[config.mk]
export PLATFORM = sky130hd
export DESIGN_NAME = ikaopll_reg_write_sched_flat
export DESIGN_NICKNAME = d
export VERILOG_FILES = /design/src/rtl/ikaopll_pkg.sv /design/src/rtl/ikaopll_reg_write_sched_if.sv /design/src/rtl/ikaopll_wrfifo.sv /design/src/rtl/ikaopll_reg_write_sched.sv /design/src/flat_wrapper.sv
export SDC_FILE = /design/constraint.sdc
export NUM_CORES = 1
export LEC_CHECK = 0
export BUFFER_PORTS_ARGS = -buffer_cell sky130_fd_sc_hd__buf_4
export CELL_PAD_IN_SITES_DETAIL_PLACEMENT = 2
export CELL_PAD_IN_SITES_GLOBAL_PLACEMENT = 2
export CORE_MARGIN = 3
export CORE_UTILIZATION = 33
export CTS_BUF_LIST = sky130_fd_sc_hd__clkbuf_16
export CTS_CLUSTER_DIAMETER = 80
export DETAILED_ROUTE_END_ITERATION = 10
export PLACE_DENSITY_LB_ADDON = 0.1
export SYNTH_ARGS = -nofsm -noshare
export SYNTH_HDL_FRONTEND = slang
export SYNTH_HIERARCHICAL = 1
export SYNTH_SLANG_ARGS = --single-unit
[constraint.sdc]
create_clock -name i_EMUCLK -period 10.1 [get_ports i_EMUCLK]
set_input_delay 1.01 -clock i_EMUCLK [delete_from_list [all_inputs] [get_ports i_EMUCLK]]
set_output_delay 1.01 -clock i_EMUCLK [all_outputs]
set_load 0.02 [all_outputs]
[src/rtl/ikaopll_pkg.sv]
// Shared types and helpers for the OPLL register write scheduler.
package ikaopll_pkg;

    localparam int unsigned NUM_SLOTS  = 18;
    localparam int unsigned NUM_CH     = 9;
    localparam int unsigned REG_ADDR_W = 6;
    localparam int unsigned REG_DATA_W = 8;

    typedef struct packed {
        logic [REG_ADDR_W-1:0] addr;
        logic [REG_DATA_W-1:0] data;
    } reg_wr_t;

    typedef enum logic [1:0] {
        HEAD_EMPTY     = 2'd0,
        HEAD_WAIT_SLOT = 2'd1,
        HEAD_COMMIT    = 2'd2
    } head_state_e;

    // Globals 0x00-0x07/0x0E/0x0F plus three 9-channel banks at 0x10/0x20/0x30.
    function automatic logic addr_valid(input logic [7:0] d);
        logic ok;
        ok = 1'b0;
        if (d[7:6] == 2'b00) begin
            case (d[5:4])
                2'b00:   ok = (d[3:0] <= 4'h7) || (d[3:0] >= 4'hE);
                default: ok = (d[3:0] < 4'(NUM_CH));
            endcase
        end
        return ok;
    endfunction

endpackage

[src/rtl/ikaopll_reg_write_sched_if.sv]
// CPU bus write side and register-file commit side of the scheduler.
interface ikaopll_reg_write_sched_if;
    import ikaopll_pkg::*;

    logic                  i_CS_n;
    logic                  i_WR_n;
    logic                  i_A0;
    logic [7:0]            i_D;
    logic                  o_REG_WE;
    logic [REG_ADDR_W-1:0] o_REG_ADDR;
    logic [REG_DATA_W-1:0] o_REG_DATA;

    modport master (
        output i_CS_n, i_WR_n, i_A0, i_D,
        input  o_REG_WE, o_REG_ADDR, o_REG_DATA
    );

    modport slave (
        input  i_CS_n, i_WR_n, i_A0, i_D,
        output o_REG_WE, o_REG_ADDR, o_REG_DATA
    );

endinterface

[src/rtl/ikaopll_wrfifo.sv]
// In-order pending-write FIFO; a pop on the same enable frees room for a push when full.
module ikaopll_wrfifo #(
    parameter int unsigned DEPTH = 4,
    parameter int unsigned WIDTH = 14
) (
    input  logic                     clk,
    input  logic                     rst,
    input  logic                     cen_i,
    input  logic                     push_i,
    input  logic [WIDTH-1:0]         wdata_i,
    input  logic                     pop_i,
    output logic [WIDTH-1:0]         rdata_c_o,
    output logic                     full_o,
    output logic                     empty_o,
    output logic [$clog2(DEPTH):0]   level_o
);

    localparam int unsigned AW = $clog2(DEPTH);
    localparam int unsigned LW = AW + 1;

    logic [WIDTH-1:0] mem_q [DEPTH];
    logic [AW-1:0]    wr_ptr_q, wr_ptr_d;
    logic [AW-1:0]    rd_ptr_q, rd_ptr_d;
    logic [LW-1:0]    cnt_q, cnt_d;
    logic             full_q, full_d;
    logic             empty_q, empty_d;
    logic             do_push, do_pop;

    always_comb begin
        do_pop   = cen_i & pop_i & ~empty_q;
        do_push  = cen_i & push_i & (~full_q | do_pop);
        wr_ptr_d = do_push ? wr_ptr_q + AW'(1) : wr_ptr_q;
        rd_ptr_d = do_pop  ? rd_ptr_q + AW'(1) : rd_ptr_q;
        cnt_d    = cnt_q + LW'(do_push) - LW'(do_pop);
        full_d   = (cnt_d == LW'(DEPTH));
        empty_d  = (cnt_d == '0);
    end

    always_ff @(posedge clk or posedge rst) begin
        if (rst) begin
            wr_ptr_q <= '0;
            rd_ptr_q <= '0;
            cnt_q    <= '0;
            full_q   <= 1'b0;
            empty_q  <= 1'b1;
        end else begin
            wr_ptr_q <= wr_ptr_d;
            rd_ptr_q <= rd_ptr_d;
            cnt_q    <= cnt_d;
            full_q   <= full_d;
            empty_q  <= empty_d;
        end
    end

    // Storage needs no reset: occupancy gates every read.
    always_ff @(posedge clk) begin
        if (do_push) mem_q[wr_ptr_q] <= wdata_i;
    end

    assign rdata_c_o = mem_q[rd_ptr_q];
    assign full_o    = full_q;
    assign empty_o   = empty_q;
    assign level_o   = cnt_q;

endmodule

[src/rtl/ikaopll_reg_write_sched.sv]
// Validates CPU register writes, queues them and commits each in the datapath slot
// of its channel (globals commit at once) so no channel sees a mid-slot change.
module ikaopll_reg_write_sched
    import ikaopll_pkg::*;
#(
    parameter int unsigned DEPTH         = 4,
    parameter int unsigned CHAN_SLOT_OFS = 0
) (
    input  logic                   i_EMUCLK,
    input  logic                   i_RST,
    input  logic                   i_phi1_NCEN_n,
    input  logic                   i_CYCLE_00,
    input  logic                   i_OVF_CLR,
    ikaopll_reg_write_sched_if.slave bus_if,
    output logic                   o_BUSY,
    output logic [$clog2(DEPTH):0] o_FIFO_LVL,
    output logic                   o_OVERFLOW,
    output logic                   o_SYNCED
);

    localparam int unsigned SLOT_W = 5;
    localparam int unsigned LVL_W  = $clog2(DEPTH) + 1;
    localparam int unsigned WORD_W = $bits(reg_wr_t);

    logic                  tick_c, wr_act_c, wr_evt_c, addr_wr_c, data_wr_c;
    logic                  head_global_c, head_ready_c, commit_c, ovf_set_c;
    logic [5:0]            slot_sum_c;
    logic [SLOT_W-1:0]     slot_tgt_c;
    logic [WORD_W-1:0]     fifo_rdata_c;
    reg_wr_t               head_c, push_rec_c;
    logic                  fifo_full, fifo_empty;
    logic [LVL_W-1:0]      fifo_lvl;

    logic [SLOT_W-1:0]     slot_q, slot_d;
    logic                  synced_q, synced_d;
    logic                  wr_act_q, wr_act_d;
    logic [REG_ADDR_W-1:0] addr_q, addr_d;
    logic                  addr_vld_q, addr_vld_d;
    logic                  ovf_q, ovf_d;
    head_state_e           state_q, state_d;
    logic [REG_ADDR_W-1:0] reg_addr_q, reg_addr_d;
    logic [REG_DATA_W-1:0] reg_data_q, reg_data_d;

    assign tick_c    = ~i_phi1_NCEN_n;
    assign wr_act_c  = ~bus_if.i_CS_n & ~bus_if.i_WR_n;
    assign wr_evt_c  = tick_c & wr_act_c & ~wr_act_q;
    assign addr_wr_c = wr_evt_c & ~bus_if.i_A0;
    assign data_wr_c = wr_evt_c & bus_if.i_A0 & addr_vld_q;

    assign push_rec_c.addr = addr_q;
    assign push_rec_c.data = bus_if.i_D;
    assign head_c          = reg_wr_t'(fifo_rdata_c);

    // Channel c owns slot (c + CHAN_SLOT_OFS) mod 18.
    assign slot_sum_c    = 6'(head_c.addr[3:0]) + 6'(CHAN_SLOT_OFS);
    assign slot_tgt_c    = (slot_sum_c >= 6'(NUM_SLOTS)) ? SLOT_W'(slot_sum_c - 6'(NUM_SLOTS))
                                                         : SLOT_W'(slot_sum_c);
    assign head_global_c = (head_c.addr[5:4] == 2'b00);
    assign head_ready_c  = head_global_c | (synced_q & (slot_q == slot_tgt_c));
    assign commit_c      = tick_c & ~fifo_empty & head_ready_c;
    assign ovf_set_c     = data_wr_c & fifo_full & ~commit_c;

    ikaopll_wrfifo #(
        .DEPTH (DEPTH),
        .WIDTH (WORD_W)
    ) u_wrfifo (
        .clk       (i_EMUCLK),
        .rst       (i_RST),
        .cen_i     (tick_c),
        .push_i    (data_wr_c),
        .wdata_i   (push_rec_c),
        .pop_i     (commit_c),
        .rdata_c_o (fifo_rdata_c),
        .full_o    (fifo_full),
        .empty_o   (fifo_empty),
        .level_o   (fifo_lvl)
    );

    always_comb begin
        slot_d     = slot_q;
        synced_d   = synced_q;
        wr_act_d   = wr_act_q;
        addr_d     = addr_q;
        addr_vld_d = addr_vld_q;
        ovf_d      = ovf_q;
        state_d    = state_q;
        reg_addr_d = reg_addr_q;
        reg_data_d = reg_data_q;
        if (tick_c) begin
            if (i_CYCLE_00) begin
                slot_d   = SLOT_W'(1);
                synced_d = 1'b1;
            end else begin
                slot_d = (slot_q == SLOT_W'(NUM_SLOTS - 1)) ? '0 : slot_q + SLOT_W'(1);
            end
            wr_act_d = wr_act_c;
            if (addr_wr_c) begin
                addr_d     = bus_if.i_D[5:0];
                addr_vld_d = addr_valid(bus_if.i_D);
            end
            if (ovf_set_c)      ovf_d = 1'b1;
            else if (i_OVF_CLR) ovf_d = 1'b0;
            // Head FSM: COMMIT holds the write strobe for exactly one tick period.
            if (commit_c) begin
                state_d    = HEAD_COMMIT;
                reg_addr_d = head_c.addr;
                reg_data_d = head_c.data;
            end else if (!fifo_empty) begin
                state_d = HEAD_WAIT_SLOT;
            end else begin
                state_d = HEAD_EMPTY;
            end
        end
    end

    always_ff @(posedge i_EMUCLK or posedge i_RST) begin
        if (i_RST) begin
            slot_q     <= '0;
            synced_q   <= 1'b0;
            wr_act_q   <= 1'b0;
            addr_q     <= '0;
            addr_vld_q <= 1'b0;
            ovf_q      <= 1'b0;
            state_q    <= HEAD_EMPTY;
            reg_addr_q <= '0;
            reg_data_q <= '0;
        end else begin
            slot_q     <= slot_d;
            synced_q   <= synced_d;
            wr_act_q   <= wr_act_d;
            addr_q     <= addr_d;
            addr_vld_q <= addr_vld_d;
            ovf_q      <= ovf_d;
            state_q    <= state_d;
            reg_addr_q <= reg_addr_d;
            reg_data_q <= reg_data_d;
        end
    end

    assign bus_if.o_REG_WE   = (state_q == HEAD_COMMIT);
    assign bus_if.o_REG_ADDR = reg_addr_q;
    assign bus_if.o_REG_DATA = reg_data_q;
    assign o_BUSY            = fifo_full;
    assign o_FIFO_LVL        = fifo_lvl;
    assign o_OVERFLOW        = ovf_q;
    assign o_SYNCED          = synced_q;

endmodule
[src/flat_wrapper.sv]
// flat-port wrapper written by rule: the top's interface ports become plain ports
module ikaopll_reg_write_sched_flat import ikaopll_pkg::*;
#(
    parameter int unsigned DEPTH         = 4,
    parameter int unsigned CHAN_SLOT_OFS = 0
)
  (i_EMUCLK, i_RST, i_phi1_NCEN_n, i_CYCLE_00, i_OVF_CLR, o_BUSY, o_FIFO_LVL, o_OVERFLOW, o_SYNCED, bus_if_i_CS_n, bus_if_i_WR_n, bus_if_i_A0, bus_if_i_D, bus_if_o_REG_WE, bus_if_o_REG_ADDR, bus_if_o_REG_DATA);
  ikaopll_reg_write_sched_if bus_if_i ();
  input  logic i_EMUCLK;
  input  logic i_RST;
  input  logic i_phi1_NCEN_n;
  input  logic i_CYCLE_00;
  input  logic i_OVF_CLR;
  output logic o_BUSY;
  output logic [$clog2(DEPTH):0] o_FIFO_LVL;
  output logic o_OVERFLOW;
  output logic o_SYNCED;
  input wire logic [$bits(bus_if_i.i_CS_n)-1:0] bus_if_i_CS_n;
  input wire logic [$bits(bus_if_i.i_WR_n)-1:0] bus_if_i_WR_n;
  input wire logic [$bits(bus_if_i.i_A0)-1:0] bus_if_i_A0;
  input wire logic [$bits(bus_if_i.i_D)-1:0] bus_if_i_D;
  output wire logic [$bits(bus_if_i.o_REG_WE)-1:0] bus_if_o_REG_WE;
  output wire logic [$bits(bus_if_i.o_REG_ADDR)-1:0] bus_if_o_REG_ADDR;
  output wire logic [$bits(bus_if_i.o_REG_DATA)-1:0] bus_if_o_REG_DATA;
  assign bus_if_i.i_CS_n = bus_if_i_CS_n;
  assign bus_if_i.i_WR_n = bus_if_i_WR_n;
  assign bus_if_i.i_A0 = bus_if_i_A0;
  assign bus_if_i.i_D = bus_if_i_D;
  assign bus_if_o_REG_WE = bus_if_i.o_REG_WE;
  assign bus_if_o_REG_ADDR = bus_if_i.o_REG_ADDR;
  assign bus_if_o_REG_DATA = bus_if_i.o_REG_DATA;
  ikaopll_reg_write_sched #(.DEPTH(DEPTH), .CHAN_SLOT_OFS(CHAN_SLOT_OFS)) u_core (.i_EMUCLK(i_EMUCLK), .i_RST(i_RST), .i_phi1_NCEN_n(i_phi1_NCEN_n), .i_CYCLE_00(i_CYCLE_00), .i_OVF_CLR(i_OVF_CLR), .bus_if(bus_if_i), .o_BUSY(o_BUSY), .o_FIFO_LVL(o_FIFO_LVL), .o_OVERFLOW(o_OVERFLOW), .o_SYNCED(o_SYNCED));
endmodule
==> results_dict.tcl <==
set metrics [dict create \
    start_util_pct 34.3 \
    synth_top_family_by_area "simple AND/OR/NAND/NOR gates" \
    crit_type "reg -> reg" \
    grt_pass1_wl_mm 17.5 \
    post-route-cell-area_um2 5100 \
    wl_mm 10.5 \
    finalHoldViolations 0 \
    required_ns 10.36 \
    seq_area_frac_synth_pct 61.3 \
    rsz0062_at_grt "false" \
    final_common_cell "edfxtp_1" \
    syn_area_per_cell_um2 13.9 \
    slew_violations 0 \
    io_buffers 36 \
    crit_fanout 29 \
    grt_pass1_vias 2985 \
    post-dp-hpwl_mm 6.98 \
    multiInputGateArea_um2 1520 \
    total_power_uw 1370 \
    dp.cells 506 \
    synth_xor_area_share_pct 1.20 \
    cts_made_buffers 9 \
    ys.flop_type "edfxtp_1" \
    power.density_nw_per_um2 269 \
    vias 2753 \
    core-area_um2 12800 \
    cts_buffer_depth 2 \
    fillers 1279 \
    tightestPinTransition_ns 0.997 \
    rows 41 \
    track_usage_pct 15.9 \
    synthCells 314 \
    setup_viol 0 \
    grt_max_degree 32 \
    tritoncts "done" \
    cts_hold_buf 0 \
    drc_errors 0 \
    synth_compound_area_share_pct 8.29 \
    run_status "finished, final reports clean" \
    post-place-ws_ns 5.33 \
    post-route-period-util_pct 46.7 \
    netlist_area_um2 4380 \
    io_pins 37 \
    cts_setup_buffers 0 \
    cts_root_buf "clkbuf_16" \
    areaGrowthSynthToFinish_pct 16.5 \
    cp-start-kind "flop" \
    antenna_found_initial 0 \
    tns_ns 0 \
    fin_cells 522 \
    vdd_drop_max_v 0.000107 \
    min_period_ns 4.72 \
    post_cts_resized 0 \
    cts_sinks 96 \
    layout_common_cells "edfxtp_1, buf_4, dfrtp_1" \
    yosys-mux-area-fraction_pct 9.75 \
    power.leakage_uw 0.00185 \
    synth_adder_area_share_pct 2.74 \
    crit_path_end_kind "flop" \
    overflow 0 \
    crit_arrival_ns 4.97 \
    chipHeight_um 121 \
    skew_ns 0.00963 \
    fmax_mhz 212 \
    first_iter_violations 196 \
    viasPerCell 5.27 \
    slew_headroom_pct 33.2 \
    async_reset_ff_share_pct 41.7 \
    cap_violations 0 \
    post_drt_wl_per_cell_um 20.1 \
    ctsHtreeMaxLevel 3 \
    gp_congestion 0.712 \
    final_antenna_net_count 0 \
    clk_pin_slew_ns 0.07 \
    yosysWarnings 6 \
    synth_cell_types 48 \
    layout.nets 370 \
    clock_latency_ns 0.35 \
    synth-simple-area-share_pct 12.8 \
    placed_cell_area_um2 4780 \
    ys_ff_latch 96 \
    synth_edf_count 56 \
    hp-class "reg -> reg" \
    drt_first_pass_iters 5 \
    die-area_um2 14700 \
    drive_gt1_share_pct 22.3 \
    antenna_cells 0 \
    seqCellArea_um2 2680 \
    worst_slack_ns 5.38 \
    syn-num-nets 339 \
    die_w_um 121 \
]
[metrics by stage]
stage	utilization [%]	hold WS (ns)
floorplan	-	0.452
global placement	37.4	0.457
detailed placement	37.4	0.467
CTS	39.9	0.481
global route	39.9	0.513
finish	39.9	0.477
[worst max-delay path: stages (launching register included)]
cell,delay (ns)
dfrtp_1,0.63
mux4_2,0.60
nor2b_1,0.15
a221o_1,0.62
o32ai_2,0.49
and2_1,0.19
nor2b_1,0.20
o211a_1,0.27
inv_1,0.07
ha_1,0.29
inv_1,0.06
ha_1,0.13
inv_1,0.05
fa_1,0.37
xnor2_1,0.27
nor3b_1,0.22
[power by group]
part	switching, µW	internal (µW)	total, µW
combinational	264	203	467
clock	150	217	367
sequential	63.6	476	539
total	478	896	1370
[worst paths after layout]
check | startpoint | to | slack (ns) | cells past startpoint
max in group asynchronous | i_RST | u_core/bus_if.o_REG_DATA[7]$_DFFE_PP0P_ | 8.80 | 2
hold / removal | u_core/o_SYNCED$_DFFE_PP0P_ | u_core/o_SYNCED$_DFFE_PP0P_ | 0.48 | 1
min in group asynchronous | i_RST | u_core/u_wrfifo/rd_ptr_q[1]$_DFFE_PP0P_ | 0.65 | 2
setup / recovery | u_core/u_wrfifo/rd_ptr_q[0]$_DFFE_PP0P_ | u_core/u_wrfifo/full_o$_DFF_PP0_ | 5.38 | 15
hold reg to reg | u_core/o_SYNCED$_DFFE_PP0P_ | u_core/o_SYNCED$_DFFE_PP0P_ | 0.48 | 1
setup reg to reg | u_core/u_wrfifo/rd_ptr_q[0]$_DFFE_PP0P_ | u_core/u_wrfifo/full_o$_DFF_PP0_ | 5.38 | 15
[final cells by class]
class | count | share of cell area, %
flip-flops and latches | 96 | 52.6
multi-input cells | 183 | 29.9
repair buffers | 40 | 5.89
clock buffers | 9 | 4.42
well taps | 172 | 4.22
clock inverters | 7 | 1.84
inverters | 15 | 1.10
[cell families (layout without fill, tap and decap cells)]
logic type | after synthesis | count (layout)
AND/OR/NAND/NOR | 98 | 98
flip-flops | 96 | 96
AO/OA/AOI/OAI | 48 | 48
buffers and inverters | 35 | 71
multiplexers | 22 | 22
adder cells (fa/ha/maj) | 9 | 9
XOR/XNOR | 6 | 6
[per-layer routing]
| layer | GRT usage (%) | wire length [µm] | vias up |
|---|---|---|---|
| li1 | - | - | 1274 |
| met1 | 21.5 | 4870 | 1433 |
| met2 | 25.1 | 5150 | 37 |
| met3 | 3.50 | 299 | 9 |
| met4 | 6.51 | 175 | 0 |
| met5 | 0 | 0 | - |
[Yosys cell counts, drive strengths merged, types with 2 or more instances]
cell     n  area (µm²)
a211o    2        17.5
a222oi  12         120
and2     6        37.5
buf      7        65.1
clkbuf  13        48.8
dfrtp   39         976
edfxtp  56        1680
ha       8         100
inv     15        56.3
mux2     7        78.8
mux4    14         338
nand2   19        71.3
nand2b   2        12.5
nand3   15        75.1
nor2    11        43.8
nor2b   16         100
nor3     4        25.0
nor3b    4        30.0
nor4b    2        17.5
o21ai   22         114
o31ai    2        15.0
o41ai    2        17.5
or4     15         120
xnor2    4        35.0
xor2     2        17.5
[registers in the layout, indices dropped and copies added, names as in the netlist, 2 cells and up]
name	count
u_core/addr_q	6
u_core/bus_if.o_REG_ADDR	6
u_core/bus_if.o_REG_DATA	8
u_core/slot_q	5
u_core/state_q	2
u_core/u_wrfifo/level_o	3
u_core/u_wrfifo/mem_q	56
u_core/u_wrfifo/rd_ptr_q	2
u_core/u_wrfifo/wr_ptr_q	2
Power figures use the tool's default switching activity.
